<file path="config.mk">
export PLATFORM = sky130hd
export DESIGN_NAME = shift_actuator_responder
export DESIGN_NICKNAME = d
export VERILOG_FILES = /design/src/rtl/shift_actuator_responder_pkg.sv /design/src/rtl/shift_actuator_responder_req_edge_detect.sv /design/src/rtl/shift_actuator_responder.sv
export SDC_FILE = /design/constraint.sdc
export NUM_CORES = 1
export LEC_CHECK = 0
export CAP_MARGIN = 15
export CORE_ASPECT_RATIO = 0.8
export CORE_UTILIZATION = 54
export DETAILED_ROUTE_END_ITERATION = 8
export GPL_TIMING_DRIVEN = 0
export HOLD_SLACK_MARGIN = 0.06
export PLACE_DENSITY_LB_ADDON = 0.08
export SYNTH_ARGS = -nofsm -noshare
export SYNTH_HDL_FRONTEND = slang
export SYNTH_SLANG_ARGS = --single-unit
</file>
<file path="constraint.sdc">
create_clock -name clk -period 2.1 [get_ports clk]
set_input_delay 0.21 -clock clk [delete_from_list [all_inputs] [get_ports clk]]
set_output_delay 0.21 -clock clk [all_outputs]
set_load 0.05 [all_outputs]
</file>
<file path="src/rtl/shift_actuator_responder_pkg.sv">
// Shared definitions for the shift actuator responder: FSM state codes, gear type
// and a small helper used to size the shared cycle counter.
package shift_pkg;

  typedef logic [2:0] state_t;

  localparam state_t IDLE      = 3'd0;
  localparam state_t FIRE_UP   = 3'd1;
  localparam state_t FIRE_DOWN = 3'd2;
  localparam state_t FIRE_NEU  = 3'd3;
  localparam state_t SETTLE    = 3'd4;

  typedef logic [2:0] gear_t;

  localparam gear_t GEAR_N = 3'd0;

  function automatic int max3(input int a, input int b, input int c);
    int m;
    m = (a > b) ? a : b;
    return (m > c) ? m : c;
  endfunction

endpackage

</file>
<file path="src/rtl/shift_actuator_responder_req_edge_detect.sv">
// Rising-edge detector for the three shifter request levels, with one-cycle history.
module req_edge_detect (
  input  logic       clk,
  input  logic       rst_n,
  input  logic [2:0] req,
  output logic [2:0] req_rise
);

  logic [2:0] req_q;
  logic       armed;

  // The first cycle after reset only loads history, so a level already high then is not an edge.
  always_ff @(posedge clk or negedge rst_n) begin
    if (!rst_n) begin
      req_q <= 3'b000;
      armed <= 1'b0;
    end else begin
      req_q <= req;
      armed <= 1'b1;
    end
  end

  assign req_rise = armed ? (req & ~req_q) : 3'b000;

endmodule

</file>
<file path="src/rtl/shift_actuator_responder.sv">
// Turns shifter request edges into timed solenoid pulses and tracks the engaged gear.
// Optional ignition cut during upshifts is enabled with `define SHIFT_IGN_CUT_EN.
module shift_actuator_responder
  import shift_pkg::*;
#(
  parameter int PULSE_CYCLES   = 2_500_000,
  parameter int NEUTRAL_CYCLES = 1_000_000,
  parameter int SETTLE_CYCLES  = 5_000_000,
  parameter int NUM_GEARS      = 6
) (
  input  logic        clk,
  input  logic        rst_n,
  input  logic        up_req,
  input  logic        down_req,
  input  logic        neutral_req,
  output logic        sol_up,
  output logic        sol_down,
  output logic        busy,
  output logic        shift_done,
  output logic        reject,
  output logic [2:0]  gear,
  output logic        ign_cut
);

  localparam int CNT_W = $clog2(max3(PULSE_CYCLES, NEUTRAL_CYCLES, SETTLE_CYCLES)) + 1;

  localparam logic [CNT_W-1:0] PULSE_LOAD   = CNT_W'(PULSE_CYCLES - 1);
  localparam logic [CNT_W-1:0] NEUTRAL_LOAD = CNT_W'(NEUTRAL_CYCLES - 1);
  localparam logic [CNT_W-1:0] SETTLE_LOAD  = CNT_W'(SETTLE_CYCLES - 1);

  logic [2:0]       req_edge;
  state_t           state;
  logic [CNT_W-1:0] cnt;
  gear_t            gear_q;
  logic             reject_q;

  req_edge_detect u_req_edge_detect (
    .clk      (clk),
    .rst_n    (rst_n),
    .req      ({neutral_req, down_req, up_req}),
    .req_rise (req_edge)
  );

  // Counter is reloaded on every state entry and counts down to the last cycle of that state.
  always_ff @(posedge clk or negedge rst_n) begin
    if (!rst_n) begin
      state    <= IDLE;
      cnt      <= '0;
      gear_q   <= GEAR_N;
      reject_q <= 1'b0;
    end else begin
      reject_q <= 1'b0;
      case (state)
        IDLE: begin
          if (req_edge != 3'b000) begin
            if (req_edge == 3'b001 && gear_q < gear_t'(NUM_GEARS)) begin
              state <= FIRE_UP;
              cnt   <= PULSE_LOAD;
            end else if (req_edge == 3'b010 && gear_q >= gear_t'(2)) begin
              state <= FIRE_DOWN;
              cnt   <= PULSE_LOAD;
            end else if (req_edge == 3'b100 && gear_q == gear_t'(1)) begin
              state <= FIRE_NEU;
              cnt   <= NEUTRAL_LOAD;
            end else begin
              reject_q <= 1'b1;
            end
          end
        end
        FIRE_UP, FIRE_DOWN, FIRE_NEU: begin
          if (cnt == '0) begin
            state <= SETTLE;
            cnt   <= SETTLE_LOAD;
            case (state)
              FIRE_UP:   gear_q <= gear_q + 3'd1;
              FIRE_DOWN: gear_q <= gear_q - 3'd1;
              default:   gear_q <= GEAR_N;
            endcase
          end else begin
            cnt <= cnt - 1'b1;
          end
        end
        SETTLE: begin
          if (cnt == '0) begin
            state <= IDLE;
          end else begin
            cnt <= cnt - 1'b1;
          end
        end
        default: begin
          state <= IDLE;
          cnt   <= '0;
        end
      endcase
    end
  end

  assign sol_up     = (state == FIRE_UP);
  assign sol_down   = (state == FIRE_DOWN) || (state == FIRE_NEU);
  assign busy       = (state != IDLE);
  assign shift_done = (state == SETTLE) && (cnt == '0);
  assign reject     = reject_q;
  assign gear       = gear_q;

`ifdef SHIFT_IGN_CUT_EN
  assign ign_cut = sol_up;
`else
  assign ign_cut = 1'b0;
`endif

endmodule

</file>
==> results_tabular.tex, run 1 <==
\begin{tabular}{lr}
\hline
Metric & Value \\
\hline
\multicolumn{2}{l}{\textbf{Outcome}} \\
\quad Outcome & finished, violations left \\
\quad Violated checks & setup timing \\
\multicolumn{2}{l}{\textbf{Hold path}} \\
\quad Hold Path Class & input port to flop \\
\quad Number of cells on the worst hold path & 1 \\
\multicolumn{2}{l}{\textbf{CTS}} \\
\quad Deepest clock path buffer count & 2 \\
\quad CTS tree & done \\
\quad \# clock sinks & 35 \\
\quad Reg clk slew, reported paths & 0.07 ns \\
\quad Number of clock buffers inserted by TritonCTS & 5 \\
\quad Clock insertion delay at the later pin of the skew report & 0.29 ns \\
\quad Cell chosen for the clock root & sky130\_fd\_sc\_hd\_\_clkbuf\_8 \\
\quad Deepest level of the CTS H-tree & 2 \\
\multicolumn{2}{l}{\textbf{Global routing}} \\
\quad Overall track demand over capacity in global routing & 0.2953 \\
\quad Largest net degree at the start of global routing & 36 \\
\quad Initial antenna violation count & 0 \\
\quad Global-route wire length before repair & 9853 microns \\
\quad Number of global-route vias before repair & 2056 \\
\quad Total global routing overflow & 0 \\
\multicolumn{2}{l}{\textbf{STA}} \\
\quad Setup violators final & 7 \\
\quad Worst max-slew margin expressed relative to the limit & 0.4689 \\
\quad Hold slack final & 0.3918 ns \\
\quad Maximum clock frequency & 0.4538 GHz \\
\quad Final Max Tran Viols & 0 \\
\quad Worst Tran Pin Value & 0.7967 ns \\
\quad Post-Route Setup TNS & -0.3652 ns \\
\quad Setup clock skew after layout & 0.008873 ns \\
\quad Final-report hold violation count & 0 \\
\quad Worst Slack Setup Final & -0.1034 ns \\
\quad Setup repair after global routing missed its margin & true \\
\quad Final period util & 1.049 \\
\quad Clock period minus worst slack & 2.203 ns \\
\multicolumn{2}{l}{\textbf{Routing}} \\
\quad Post-detailed-route wirelength per cell & 17.71 microns \\
\quad Initial drt markers & 247 \\
\quad Remaining antenna violation count after routing & 0 \\
\quad Via count normalized by instance count & 6.334 \\
\quad Count of vias placed by the detailed router & 2426 \\
\quad Drt drc & 0 \\
\quad Overall routed net length & 6784 microns \\
\quad Total iterations of the first detailed-routing run & 5 \\
\multicolumn{2}{l}{\textbf{Layout}} \\
\quad Area of the multi-input gates & 0.001531 sq mm \\
\quad Sequential cell area in the final layout & 884.6 sq um \\
\quad Fraction of final layout cells sized beyond drive strength 1 & 0.3293 \\
\quad Area growth from synthesis to final layout & 33.73\% \\
\quad Post-layout instance area & 0.003090 sq mm \\
\quad Filler cell count in the final layout & 276 \\
\quad Final-stage net count & 337 \\
\quad Diode count & 0 \\
\multicolumn{2}{l}{\textbf{Die}} \\
\quad Die ar. & 0.004547 sq mm \\
\quad Width of the chip & 75.14 microns \\
\quad Placeable Area & 0.003954 sq mm \\
\quad Starting utilization of the core area & 0.5845 \\
\quad Number of core rows & 20 \\
\quad Die outline height & 60.51 microns \\
\quad Num ports & 14 \\
\multicolumn{2}{l}{\textbf{Power}} \\
\quad Fraction of power consumed by the clock network & 0.121 \\
\quad Reported leakage power & 1.303 nW \\
\quad Share of total power in combinational logic & 0.586 \\
\quad Total internal power & 0.002118 W \\
\quad Maximum resistive drop on vdd & 0.9337 mV \\
\quad Switching share of power & 0.4542 \\
\quad Power Density & 1256 mW/mm\^{}2 \\
\quad Part of the power in registers & 0.294 \\
\quad Total net switching power & 0.001763 W \\
\multicolumn{2}{l}{\textbf{Placement}} \\
\quad Number of port buffers & 12 \\
\quad HPWL Detailed & 4129 microns \\
\quad Placed cell area & 0.002497 sq mm \\
\quad Global placer's final weighted congestion & 0.8941 \\
\multicolumn{2}{l}{\textbf{Synth}} \\
\quad Distinct cells, synth & 65 \\
\quad Post-synth ARST share & 1.000 \\
\quad Cell area after synthesis & 0.002311 sq mm \\
\quad YS warnings & 0 \\
\quad Synthesized area per cell & 8.496 sq um \\
\quad Synth Flop Type & sky130\_fd\_sc\_hd\_\_dfrtp\_1 \\
\quad Gate count of the mapped netlist & 272 \\
\quad Post-synth EDFFs & 0 \\
\quad Proportion of synthesized chip area in sequential cells & 0.3790 \\
\quad Post-Synthesis Net Count & 282 \\
\quad Register bit total from synthesis & 35 \\
\multicolumn{2}{l}{\textbf{Critical path}} \\
\quad Signal arrival time at the worst endpoint & 2.37 ns \\
\quad Worst Reg2Reg Path Length in Cells & 6 \\
\quad Required time worst endpoint & 2.27 ns \\
\quad Crit Path Max Fanout & 5 \\
\quad Category of the worst setup path capture point & flop \\
\quad Sort of element at the start of the critical path & flop \\
\quad Crit Path Category & flop to flop \\
\multicolumn{2}{l}{\textbf{Run}} \\
\quad Max-cap violations & 0 \\
\hline
\end{tabular}
==> cells in the final DEF (no fill, tap or decap), types with 3 or more instances in the layout <==
cell	Yosys	layout
sky130_fd_sc_hd__o211ai_1	4	4
sky130_fd_sc_hd__dfrtp_2	0	7
sky130_fd_sc_hd__buf_4	2	40
sky130_fd_sc_hd__nand3_1	6	5
sky130_fd_sc_hd__inv_2	1	3
sky130_fd_sc_hd__nor2_2	1	5
sky130_fd_sc_hd__a31oi_1	3	3
sky130_fd_sc_hd__buf_6	1	5
sky130_fd_sc_hd__nor2_4	0	3
sky130_fd_sc_hd__o21ai_0	25	22
sky130_fd_sc_hd__nor2b_1	6	6
sky130_fd_sc_hd__nand2_1	24	21
sky130_fd_sc_hd__nor3_1	7	5
sky130_fd_sc_hd__o21ai_1	7	9
sky130_fd_sc_hd__o22ai_1	5	4
sky130_fd_sc_hd__clkbuf_8	0	5
sky130_fd_sc_hd__o31ai_1	5	4
sky130_fd_sc_hd__ha_1	5	5
sky130_fd_sc_hd__a21oi_1	19	18
sky130_fd_sc_hd__nor2_1	36	29
sky130_fd_sc_hd__nor4_4	2	4
sky130_fd_sc_hd__inv_1	11	9
sky130_fd_sc_hd__clkdlybuf4s50_1	0	7
sky130_fd_sc_hd__dfrtp_1	35	28
sky130_fd_sc_hd__nor3b_1	3	3
==> cell families after synthesis <==
family / Yosys count / share of synthesized area
mux: 1 / 0.004332
simple gates: 110 / 0.2702
compound gates: 95 / 0.2653
fa+ha+maj: 5 / 0.02707
xor+xnor: 1 / 0.003791
flops: 35 / 0.3790
buf+inv: 23 / 0.04710
other cells: 2 / 0.003250
==> metal layers <==
layer	track usage	up-vias	routed length (microns)	part of all wire
met1	0.4358	1167	3087	0.46
met2	0.4453	124	3024	0.45
met5	0	-	0	0
met3	0.05980	27	530	0.078
met4	0.08201	0	141	0.021
li1	-	1108	-	-
==> state kept, by name, summed over array words and instances (netlist names) <==
name,count
cnt,24
gear,3
reject,1
state,3
u_req_edge_detect.armed,1
u_req_edge_detect.req_q,3
==> repair_timing <==
item	CTS	global route
cloned	0	0
endpoints found under the setup margin	29	28
hold buffers	1	0
endpoints found under the hold margin	35	0
pin swaps	7	18
gates resized for setup	40	35
setup buffers	9	27
==> power groups by stage <==
stage / clock network [W] / logic, W / registers [W]
floorplan: 0 / 0.00127 / 0.00107
global placement: 0 / 0.00164 / 0.00109
detailed placement: 0 / 0.00166 / 0.00110
CTS: 0.000470 / 0.00190 / 0.00112
global route: 0.000500 / 0.00244 / 0.00116
finish: 0.000469 / 0.00227 / 0.00114
==> path summary, 6_finish.rpt <==
path                                     startpoint  slack (ns)                                    to
worst max-delay path             cnt[7]$_DFFE_PN0P_       -0.10                   cnt[21]$_DFFE_PN0P_
worst min register to register  cnt[23]$_DFFE_PN0P_        0.55                   cnt[23]$_DFFE_PN0P_
worst max register to register   cnt[7]$_DFFE_PN0P_       -0.10                   cnt[21]$_DFFE_PN0P_
max in group asynchronous                     rst_n        0.98                    cnt[1]$_DFFE_PN0P_
min in group asynchronous                     rst_n        0.55                   gear[0]$_DFFE_PN0P_
worst min-delay path                         up_req        0.39  u_req_edge_detect.req_q[0]$_DFF_PN0_
==> critical path, stage by stage, from the launching register on <==
cell,delay (ns)
sky130_fd_sc_hd__dfrtp_2,0.47
sky130_fd_sc_hd__nor4_4,0.40
sky130_fd_sc_hd__nand4_4,0.18
sky130_fd_sc_hd__or4_4,0.53
sky130_fd_sc_hd__nor2_2,0.12
sky130_fd_sc_hd__o21ai_1,0.07
sky130_fd_sc_hd__a221o_1,0.30
==> metrics by stage <==
| stage | worst slack (ns) | power [W] | util | instances |
|---|---|---|---|---|
| floorplan | 0.01268 | 0.002336 | - | 272 |
| global placement | -0.4931 | 0.002733 | 0.6329 | 339 |
| detailed placement | -0.5264 | 0.002764 | 0.6316 | 339 |
| CTS | 0.001202 | 0.003490 | 0.7028 | 356 |
| global route | -0.1696 | 0.004102 | 0.7816 | 383 |
| finish | -0.1034 | 0.003881 | 0.7816 | 383 |
==> synth_stat cells (2+ instances only) <==
library cell / n / share of area
sky130_fd_sc_hd__a21oi_2: 2 / 0.0076
sky130_fd_sc_hd__o211ai_1: 4 / 0.013
sky130_fd_sc_hd__a31oi_1: 3 / 0.0081
sky130_fd_sc_hd__o221ai_1: 2 / 0.0076
sky130_fd_sc_hd__o41ai_1: 2 / 0.0076
sky130_fd_sc_hd__nor4_2: 2 / 0.011
sky130_fd_sc_hd__o2111ai_1: 2 / 0.0076
sky130_fd_sc_hd__inv_1: 11 / 0.018
sky130_fd_sc_hd__nor4_4: 2 / 0.018
sky130_fd_sc_hd__or3_1: 2 / 0.0054
sky130_fd_sc_hd__o22ai_1: 5 / 0.014
sky130_fd_sc_hd__a211oi_1: 3 / 0.0097
sky130_fd_sc_hd__a21o_1: 2 / 0.0065
sky130_fd_sc_hd__a22o_1: 2 / 0.0076
sky130_fd_sc_hd__nand2_1: 24 / 0.039
sky130_fd_sc_hd__and2_1: 2 / 0.0054
sky130_fd_sc_hd__buf_4: 2 / 0.0065
sky130_fd_sc_hd__dfrtp_1: 35 / 0.38
sky130_fd_sc_hd__ha_1: 5 / 0.027
sky130_fd_sc_hd__nor2_1: 36 / 0.058
sky130_fd_sc_hd__o21ba_1: 2 / 0.0087
sky130_fd_sc_hd__o21ai_1: 7 / 0.015
sky130_fd_sc_hd__conb_1: 2 / 0.0032
sky130_fd_sc_hd__o31ai_1: 5 / 0.016
sky130_fd_sc_hd__nor3_1: 7 / 0.015
sky130_fd_sc_hd__o21ai_0: 25 / 0.054
sky130_fd_sc_hd__or4_1: 2 / 0.0065
sky130_fd_sc_hd__and4_2: 2 / 0.0087
sky130_fd_sc_hd__a21oi_1: 19 / 0.041
sky130_fd_sc_hd__nor3b_1: 3 / 0.0097
sky130_fd_sc_hd__nand3_1: 6 / 0.013
sky130_fd_sc_hd__nor2b_1: 6 / 0.016
sky130_fd_sc_hd__buf_2: 6 / 0.013
==> final cells by class <==
cell class,count,area share
Inverter,12,0.01457
Timing Repair Buffer,49,0.1279
Clock inverter,1,0.001619
Buffer,10,0.02713
Multi-Input combinational cell,214,0.4955
Sequential cell,35,0.2862
Tap cell,55,0.02227
Clock buffer,7,0.02470
Note: power is estimated with default switching activity, not from simulation.
==> inputs of run 2 (changes only) <==
- CORE_ASPECT_RATIO: 0.8 -> default
- TNS_END_PERCENT: default -> 20
==> run 2 against run 1 <==
- the flow still finishes with violations (setup timing)
- maximum frequency up 0.81%
- power down 5.5%
- largest power group unchanged
- die area is essentially flat
- global-route usage up 1.1 points
- combinational power fell by 8%
- critical endpoint is now cnt[13]$_DFFE_PN0P_
- register-to-register slack gained 0.02 ns
- via count fell by 5.6%
- clock-buffer cell count did not move
- routed wire length down 3.5%
- clock power rose by 2%
- utilization fell by 5.1 points
- final cell count decreased by 4.7%
==> results_tabular.tex, run 2 (synthesized netlist as in run 1, its figures left out) <==
\begin{tabular}{lr}
\hline
Metric & Value \\
\hline
\multicolumn{2}{l}{\textbf{Outcome}} \\
\quad Outcome & finished, violations left (unchanged) \\
\quad Violated checks & setup timing (unchanged) \\
\multicolumn{2}{l}{\textbf{Layout}} \\
\quad Final-stage net count & 324 (was 337) \\
\quad Diode count & 0 (unchanged) \\
\quad Fraction of final layout cells sized beyond drive strength 1 & 0.2825 (was 0.3293) \\
\quad Most frequent cells in the layout & sky130\_fd\_sc\_hd\_\_nor2\_1, sky130\_fd\_sc\_hd\_\_dfrtp\_1, sky130\_fd\_sc\_hd\_\_buf\_4 (was sky130\_fd\_sc\_hd\_\_buf\_4, sky130\_fd\_sc\_hd\_\_nor2\_1, sky130\_fd\_sc\_hd\_\_dfrtp\_1) \\
\quad Most flop-heavy register & cnt (unchanged) \\
\quad Final Instance Count excl. Fillers & 365 (was 383) \\
\quad Area growth from synthesis to final layout & 28.21\% (was 33.73\%) \\
\quad Number of flip-flops under the largest register name & 24 (unchanged) \\
\quad Post-layout instance area & 0.002963 sq mm (was 0.003090 sq mm) \\
\multicolumn{2}{l}{\textbf{Run}} \\
\quad Max-cap violations & 0 (unchanged) \\
\multicolumn{2}{l}{\textbf{Global routing}} \\
\quad Number of global-route vias before repair & 2012 (was 2056) \\
\quad Global Route met1 Usage & 0.4195 (was 0.4358) \\
\quad Global-route wire length before repair & 10120 microns (was 9853 microns) \\
\quad Global Route met2 Usage & 0.4638 (was 0.4453) \\
\quad Overall track demand over capacity in global routing & 0.3066 (was 0.2953) \\
\quad Largest net degree at the start of global routing & 36 (unchanged) \\
\quad Total global routing overflow & 0 (unchanged) \\
\quad Met3 track demand over resource in global routing & 0.07432 (was 0.05980) \\
\quad Initial antenna violation count & 0 (unchanged) \\
\quad Most crowded layer after global routing & met2 (unchanged) \\
\multicolumn{2}{l}{\textbf{Placement}} \\
\quad Number of port buffers & 12 (unchanged) \\
\quad Placed Instances & 334 (was 339) \\
\quad Placed cell area & 0.002491 sq mm (was 0.002497 sq mm) \\
\quad Global placer's final weighted congestion & 0.8985 (was 0.8941) \\
\quad HPWL Detailed & 4148 microns (was 4129 microns) \\
\multicolumn{2}{l}{\textbf{Critical path}} \\
\quad Category of the worst setup path capture point & flop (unchanged) \\
\quad Worst Reg2Reg Path Length in Cells & 6 (unchanged) \\
\quad Signal arrival time at the worst endpoint & 2.37 ns (about the same) \\
\quad Crit Path Max Fanout & 5 (unchanged) \\
\quad Sort of element at the start of the critical path & flop (unchanged) \\
\quad Crit Path Category & flop to flop (unchanged) \\
\quad Required time worst endpoint & 2.28 ns (was 2.27 ns) \\
\quad Flop2flop setup slack & -0.09 ns (was -0.10 ns) \\
\multicolumn{2}{l}{\textbf{STA}} \\
\quad Final Max Tran Viols & 0 (unchanged) \\
\quad Hold slack final & 0.3831 ns (was 0.3918 ns) \\
\quad Final period util & 1.041 (was 1.049) \\
\quad Setup violators final & 3 (was 7) \\
\quad Final-report hold violation count & 0 (unchanged) \\
\quad Setup clock skew after layout & 0.009162 ns (was 0.008873 ns) \\
\quad Worst Slack Setup Final & -0.08582 ns (was -0.1034 ns) \\
\quad Maximum clock frequency & 0.4575 GHz (was 0.4538 GHz) \\
\quad Worst Tran Pin Value & 0.8240 ns (was 0.7967 ns) \\
\quad Worst max-slew margin expressed relative to the limit & 0.4507 (was 0.4689) \\
\quad Clock period minus worst slack & 2.186 ns (was 2.203 ns) \\
\quad Setup repair after global routing missed its margin & true (unchanged) \\
\multicolumn{2}{l}{\textbf{Die}} \\
\quad Placeable Area & 0.004058 sq mm (was 0.003954 sq mm) \\
\quad Width of the chip & 67.42 microns (was 75.14 microns) \\
\quad Number of core rows & 23 (was 20) \\
\quad Die outline height & 67.42 microns (was 60.51 microns) \\
\quad Num ports & 14 (unchanged) \\
\quad Starting utilization of the core area & 0.5695 (was 0.5845) \\
\quad Die ar. & 0.004545 sq mm (was 0.004547 sq mm) \\
\multicolumn{2}{l}{\textbf{CTS}} \\
\quad Clock insertion delay at the later pin of the skew report & 0.30 ns (was 0.29 ns) \\
\quad Deepest level of the CTS H-tree & 2 (unchanged) \\
\quad CTS tree & done (unchanged) \\
\quad \# clock sinks & 35 (unchanged) \\
\quad Reg clk slew, reported paths & 0.07 ns (about the same) \\
\quad Cell chosen for the clock root & sky130\_fd\_sc\_hd\_\_clkbuf\_8 (unchanged) \\
\quad Deepest clock path buffer count & 2 (unchanged) \\
\quad Number of clock buffers inserted by TritonCTS & 5 (unchanged) \\
\multicolumn{2}{l}{\textbf{Routing}} \\
\quad Via count normalized by instance count & 6.271 (was 6.334) \\
\quad Post-detailed-route wirelength per cell & 17.93 microns (was 17.71 microns) \\
\quad Count of vias placed by the detailed router & 2289 (was 2426) \\
\quad Drt drc & 0 (unchanged) \\
\quad Total iterations of the first detailed-routing run & 5 (unchanged) \\
\quad Remaining antenna violation count after routing & 0 (unchanged) \\
\quad Initial drt markers & 215 (was 247) \\
\quad Overall routed net length & 6544 microns (was 6784 microns) \\
\multicolumn{2}{l}{\textbf{Hold path}} \\
\quad Number of cells on the worst hold path & 1 (unchanged) \\
\quad Hold Path Class & input port to flop (unchanged) \\
\multicolumn{2}{l}{\textbf{Power}} \\
\quad Power Density & 1237 mW/mm\^{}2 (was 1256 mW/mm\^{}2) \\
\quad Reported leakage power & 1.210 nW (was 1.303 nW) \\
\quad Maximum resistive drop on vdd & 0.7785 mV (was 0.9337 mV) \\
\hline
\end{tabular}
[run 2: changes by cell type in the layout (fill, tap and decap cells not counted), moves of 2 or more]
cell	before	now
sky130_fd_sc_hd__nand3_2	1	3
sky130_fd_sc_hd__buf_4	40	26
sky130_fd_sc_hd__nand2_4	2	0
sky130_fd_sc_hd__dfrtp_1	28	30
sky130_fd_sc_hd__nand3_1	5	3
sky130_fd_sc_hd__dfrtp_2	7	5
[run 2: metrics by stage]
step                total power (W)  setup TNS, ns  worst slack (ns)  utilization
floorplan                  0.002336              0           0.01268            -
global placement           0.002734         -6.671           -0.4832       0.6152
global route               0.003896         -1.146           -0.1287       0.7302
CTS                        0.003490       -0.03432          -0.01669       0.6876
finish                     0.003666        -0.1428          -0.08582       0.7302
detailed placement         0.002781         -7.671           -0.5564       0.6139
[run 2: what timing repair did]
item | 4_1_cts | 5_1_grt
gates resized for setup | 35 | 26
pin swaps | 10 | 8
endpoints found under the hold margin | 35 | 0
endpoints found under the setup margin | 30 | 27
buffers inserted | 13 | 10
hold buffers | 1 | 0
[run 2: per-layer routing]
layer,wire length [microns],vias to the layer above
met5,0,-
met4,116,0
met3,454,13
met2,3063,98
met1,2910,1094
li1,-,1084
[run 2: final timing paths]
check | from | end
max | cnt[3]$_DFFE_PN0P_ | cnt[13]$_DFFE_PN0P_
min | up_req | u_req_edge_detect.req_q[0]$_DFF_PN0_
max reg2reg | cnt[3]$_DFFE_PN0P_ | cnt[13]$_DFFE_PN0P_
min reg2reg | cnt[23]$_DFFE_PN0P_ | cnt[23]$_DFFE_PN0P_
max in group asynchronous | rst_n | cnt[7]$_DFFE_PN0P_
min in group asynchronous | rst_n | cnt[2]$_DFFE_PN0P_
[run 2: layout make-up]
class / count / area [sq um]
Sequential cell: 35 / 882.1
Tap cell: 50 / 62.56
Fill cell: 295 / 1095
Clock inverter: 1 / 5.005
Clock buffer: 7 / 76.32
Multi-Input combinational cell: 214 / 1519
Timing Repair Buffer: 36 / 295.3
Inverter: 12 / 45.04
Buffer: 10 / 77.57
[run 2: worst max-delay path: stages, from the launching register on]
cell and delay, ns:
sky130_fd_sc_hd__dfrtp_1 0.50, sky130_fd_sc_hd__nor4_4 0.41, sky130_fd_sc_hd__nand2_2 0.14, sky130_fd_sc_hd__or3_4 0.39
sky130_fd_sc_hd__o31ai_1 0.26, sky130_fd_sc_hd__o221ai_1 0.16, sky130_fd_sc_hd__a32o_1 0.22
[run 2: where the power goes]
| part | total, W | switching, W | internal (W) |
|---|---|---|---|
| combinational | 0.00208 | 0.00121 | 0.000867 |
| sequential | 0.00111 | 0.000237 | 0.000872 |
| clock | 0.000480 | 0.000247 | 0.000233 |
==> inputs of run 3 (changes only) <==
- CORE_ASPECT_RATIO: default -> 2
==> run 3 against run 2 <==
- sequential cell count did not move
- the flow still finishes with violations (setup timing)
- sequential share of layout area fell by 0.37 points
- critical path depth rose by 1
- global-route usage rose by 2.2 points
- maximum frequency rose by 0.67%
- final cell count rose by 1.6%
- routed wire length rose by 7.7%
- clock skew barely moved
- critical endpoint is now cnt[16]$_DFFE_PN0P_
==> results_tabular.tex, run 3 (synthesized netlist as in run 1, its figures left out) <==
\begin{tabular}{lr}
\hline
Metric & Value \\
\hline
\multicolumn{2}{l}{\textbf{Hold path}} \\
\quad Source of the worst hold timing path & up\_req (unchanged) \\
\quad Number of cells on the worst hold path & 1 (unchanged) \\
\quad Hold Path Class & input port to flop (unchanged) \\
\quad Worst hold endpoint & u\_req\_edge\_detect.req\_q[0]\$\_DFF\_PN0\_ (unchanged) \\
\multicolumn{2}{l}{\textbf{STA}} \\
\quad Worst max-slew margin expressed relative to the limit & 0.4711 (was 0.4507) \\
\quad Clock period minus worst slack & 2.171 ns (was 2.186 ns) \\
\quad Hold slack final & 0.3761 ns (was 0.3831 ns) \\
\quad Final period util & 1.034 (was 1.041) \\
\quad Setup clock skew after layout & 0.009285 ns (was 0.009162 ns) \\
\quad Setup violators final & 13 (was 3) \\
\quad Final Max Tran Viols & 0 (unchanged) \\
\quad Setup repair after global routing missed its margin & true (unchanged) \\
\quad Maximum clock frequency & 0.4606 GHz (was 0.4575 GHz) \\
\quad Worst Tran Pin Value & 0.7851 ns (was 0.8240 ns) \\
\quad Worst Slack Setup Final & -0.07125 ns (was -0.08582 ns) \\
\quad Final-report hold violation count & 0 (unchanged) \\
\multicolumn{2}{l}{\textbf{Routing}} \\
\quad Post-detailed-route wirelength per cell & 19.00 microns (was 17.93 microns) \\
\quad Remaining antenna violation count after routing & 0 (unchanged) \\
\quad Routed wire length on met3 & 434 microns (was 454 microns) \\
\quad Total iterations of the first detailed-routing run & 5 (unchanged) \\
\quad Overall routed net length & 7049 microns (was 6544 microns) \\
\quad Routed length on met2 & 3655 microns (was 3063 microns) \\
\quad Via count normalized by instance count & 6.447 (was 6.271) \\
\quad Count of vias placed by the detailed router & 2392 (was 2289) \\
\quad Drt drc & 0 (unchanged) \\
\quad Routed metal-1 wire length & 2562 microns (was 2910 microns) \\
\quad Uppermost routed layer & met4 (unchanged) \\
\quad Initial drt markers & 96 (was 215) \\
\multicolumn{2}{l}{\textbf{CTS}} \\
\quad CTS tree & done (unchanged) \\
\quad Reg clk slew, reported paths & 0.07 ns (about the same) \\
\quad Cell chosen for the clock root & sky130\_fd\_sc\_hd\_\_clkbuf\_8 (unchanged) \\
\quad Clock insertion delay at the later pin of the skew report & 0.30 ns (about the same) \\
\quad \# clock sinks & 35 (unchanged) \\
\quad Number of clock buffers inserted by TritonCTS & 5 (unchanged) \\
\quad Deepest clock path buffer count & 2 (unchanged) \\
\quad Deepest level of the CTS H-tree & 2 (unchanged) \\
\multicolumn{2}{l}{\textbf{Critical path}} \\
\quad Crit Path Max Fanout & 5 (unchanged) \\
\quad Critical path's largest stage delay & 0.44 ns (was 0.50 ns) \\
\quad Critical-path cell with the highest stage delay & sky130\_fd\_sc\_hd\_\_dfrtp\_2 (was sky130\_fd\_sc\_hd\_\_dfrtp\_1) \\
\quad Required time worst endpoint & 2.27 ns (was 2.28 ns) \\
\quad Flop2flop setup slack & -0.07 ns (was -0.09 ns) \\
\quad Sort of element at the start of the critical path & flop (unchanged) \\
\quad Reg-to-Reg End & cnt[16]\$\_DFFE\_PN0P\_ (was cnt[13]\$\_DFFE\_PN0P\_) \\
\quad Category of the worst setup path capture point & flop (unchanged) \\
\quad Chain of cells forming the critical path & nor4\_4 > buf\_4 > nand4\_4 > nor2\_1 > o21ai\_0 > a31oi\_1 > o21ai\_1 (was nor4\_4 > nand2\_2 > or3\_4 > o31ai\_1 > o221ai\_1 > a32o\_1) \\
\quad Worst Reg2Reg Path Length in Cells & 7 (was 6) \\
\quad Crit Path Category & flop to flop (unchanged) \\
\quad Signal arrival time at the worst endpoint & 2.34 ns (was 2.37 ns) \\
\quad Reg2Reg Launch Point & cnt[9]\$\_DFFE\_PN0P\_ (was cnt[3]\$\_DFFE\_PN0P\_) \\
\multicolumn{2}{l}{\textbf{Die}} \\
\quad Die ar. & 0.004561 sq mm (was 0.004545 sq mm) \\
\quad Placeable Area & 0.004088 sq mm (was 0.004058 sq mm) \\
\quad Starting utilization of the core area & 0.5654 (was 0.5695) \\
\quad Width of the chip & 48.26 microns (was 67.42 microns) \\
\quad Num ports & 14 (unchanged) \\
\quad Die outline height & 94.52 microns (was 67.42 microns) \\
\quad Number of core rows & 33 (was 23) \\
\multicolumn{2}{l}{\textbf{Power}} \\
\quad Part of the power in registers & 0.282 (was 0.303) \\
\quad Reported leakage power & 1.263 nW (was 1.210 nW) \\
\quad Total internal power & 0.002222 W (was 0.001971 W) \\
\quad Maximum resistive drop on vdd & 0.9151 mV (was 0.7785 mV) \\
\quad Share of total power in combinational logic & 0.556 (was 0.566) \\
\quad Switching share of power & 0.4458 (was 0.4622) \\
\quad Fraction of power consumed by the clock network & 0.162 (was 0.131) \\
\quad Power Density & 1332 mW/mm\^{}2 (was 1237 mW/mm\^{}2) \\
\quad Total net switching power & 0.001787 W (was 0.001695 W) \\
\multicolumn{2}{l}{\textbf{Layout}} \\
\quad Area growth from synthesis to final layout & 30.21\% (was 28.21\%) \\
\quad Most frequent cells in the layout & sky130\_fd\_sc\_hd\_\_buf\_4, sky130\_fd\_sc\_hd\_\_nor2\_1, sky130\_fd\_sc\_hd\_\_dfrtp\_1 (was sky130\_fd\_sc\_hd\_\_nor2\_1, sky130\_fd\_sc\_hd\_\_dfrtp\_1, sky130\_fd\_sc\_hd\_\_buf\_4) \\
\quad Fraction of final layout cells sized beyond drive strength 1 & 0.2915 (was 0.2825) \\
\quad Post-layout instance area & 0.003009 sq mm (was 0.002963 sq mm) \\
\quad Diode count & 0 (unchanged) \\
\quad Most flop-heavy register & cnt (unchanged) \\
\quad Final Instance Count excl. Fillers & 371 (was 365) \\
\quad Number of flip-flops under the largest register name & 24 (unchanged) \\
\quad Final-stage net count & 328 (was 324) \\
\quad Commonest non-fill, non-tap cell in the layout & sky130\_fd\_sc\_hd\_\_buf\_4 \\
\multicolumn{2}{l}{\textbf{Placement}} \\
\quad Placed Instances & 336 (was 334) \\
\quad Global placer's final weighted congestion & 0.9510 (was 0.8985) \\
\quad Placed cell area & 0.002494 sq mm (was 0.002491 sq mm) \\
\quad Number of port buffers & 12 (unchanged) \\
\quad HPWL Detailed & 4576 microns (was 4148 microns) \\
\multicolumn{2}{l}{\textbf{Global routing}} \\
\quad Overall track demand over capacity in global routing & 0.3291 (was 0.3066) \\
\quad Total global routing overflow & 0 (unchanged) \\
\quad Initial antenna violation count & 0 (unchanged) \\
\quad Number of global-route vias before repair & 2175 (was 2012) \\
\quad Global-route wire length before repair & 10520 microns (was 10120 microns) \\
\quad Largest net degree at the start of global routing & 36 (unchanged) \\
\multicolumn{2}{l}{\textbf{Run}} \\
\quad Max-cap violations & 0 (unchanged) \\
\multicolumn{2}{l}{\textbf{Outcome}} \\
\quad Violated checks & setup timing (unchanged) \\
\quad Outcome & finished, violations left (unchanged) \\
\hline
\end{tabular}
run 3: what timing repair did:
item	in CTS	in global routing
pin swaps	8	9
hold endpoints to repair	35	0
setup buffers	8	19
hold buffers	1	0
endpoints found under the setup margin	29	28
gates resized for setup	40	17
run 3: worst max path at each step:
stage	slack, ns	from	endpoint
after floorplan	0.01	state[0]$_DFFE_PN0P_	cnt[19]$_DFFE_PN0P_
after global placement	-0.54	up_req	cnt[19]$_DFFE_PN0P_
after global routing	-0.16	state[1]$_DFFE_PN0P_	shift_done
after detailed placement	-0.53	down_req	cnt[14]$_DFFE_PN0P_
after CTS	-0.05	cnt[11]$_DFFE_PN0P_	shift_done
final	-0.07	cnt[9]$_DFFE_PN0P_	cnt[16]$_DFFE_PN0P_
run 3: cell type report:
type	count	area, sq um
clock inverters	2	35.03
inverters	12	45.04
repair buffers	40	327.8
flip-flops and latches	35	884.6
plain buffers	10	70.07
clock buffers	6	82.58
fillers	300	1079
multi-input cells	214	1499
well taps	52	65.06
run 3: routing by layer:
metal	up-vias	track usage
met5	-	0
met1	1142	0.3627
li1	1093	-
met4	0	0.2245
met3	40	0.05736
met2	117	0.5322
run 3: power groups by stage:
stage                     Sequential [W]  Combinational (W)  Clock, W
after floorplan                  0.00107            0.00127         0
after global placement           0.00110            0.00166         0
after detailed placement         0.00111            0.00168         0
after CTS                        0.00114            0.00191  0.000652
after global routing             0.00115            0.00239  0.000684
final                            0.00113            0.00223  0.000651
run 3: through the flow:
| stage | total power [W] | setup WS (ns) | setup TNS, ns | utilization |
|---|---|---|---|---|
| finish | 0.004009 | -0.07125 | -0.5421 | 0.7361 |
| global placement | 0.002765 | -0.5374 | -7.037 | 0.6113 |
| floorplan | 0.002336 | 0.01268 | 0 | - |
| detailed placement | 0.002790 | -0.5312 | -7.178 | 0.6100 |
| CTS | 0.003696 | -0.05114 | -0.2414 | 0.6863 |
| global route | 0.004225 | -0.1565 | -2.293 | 0.7361 |
run 3: critical path: cells and delay by family (launching register included):
kind / cells / cell delay, ns
buffers and inverters: 1 / 0.19
and+or+nand+nor: 3 / 0.72
AOI/OAI and AO/OA: 3 / 0.71
DFF: 1 / 0.44
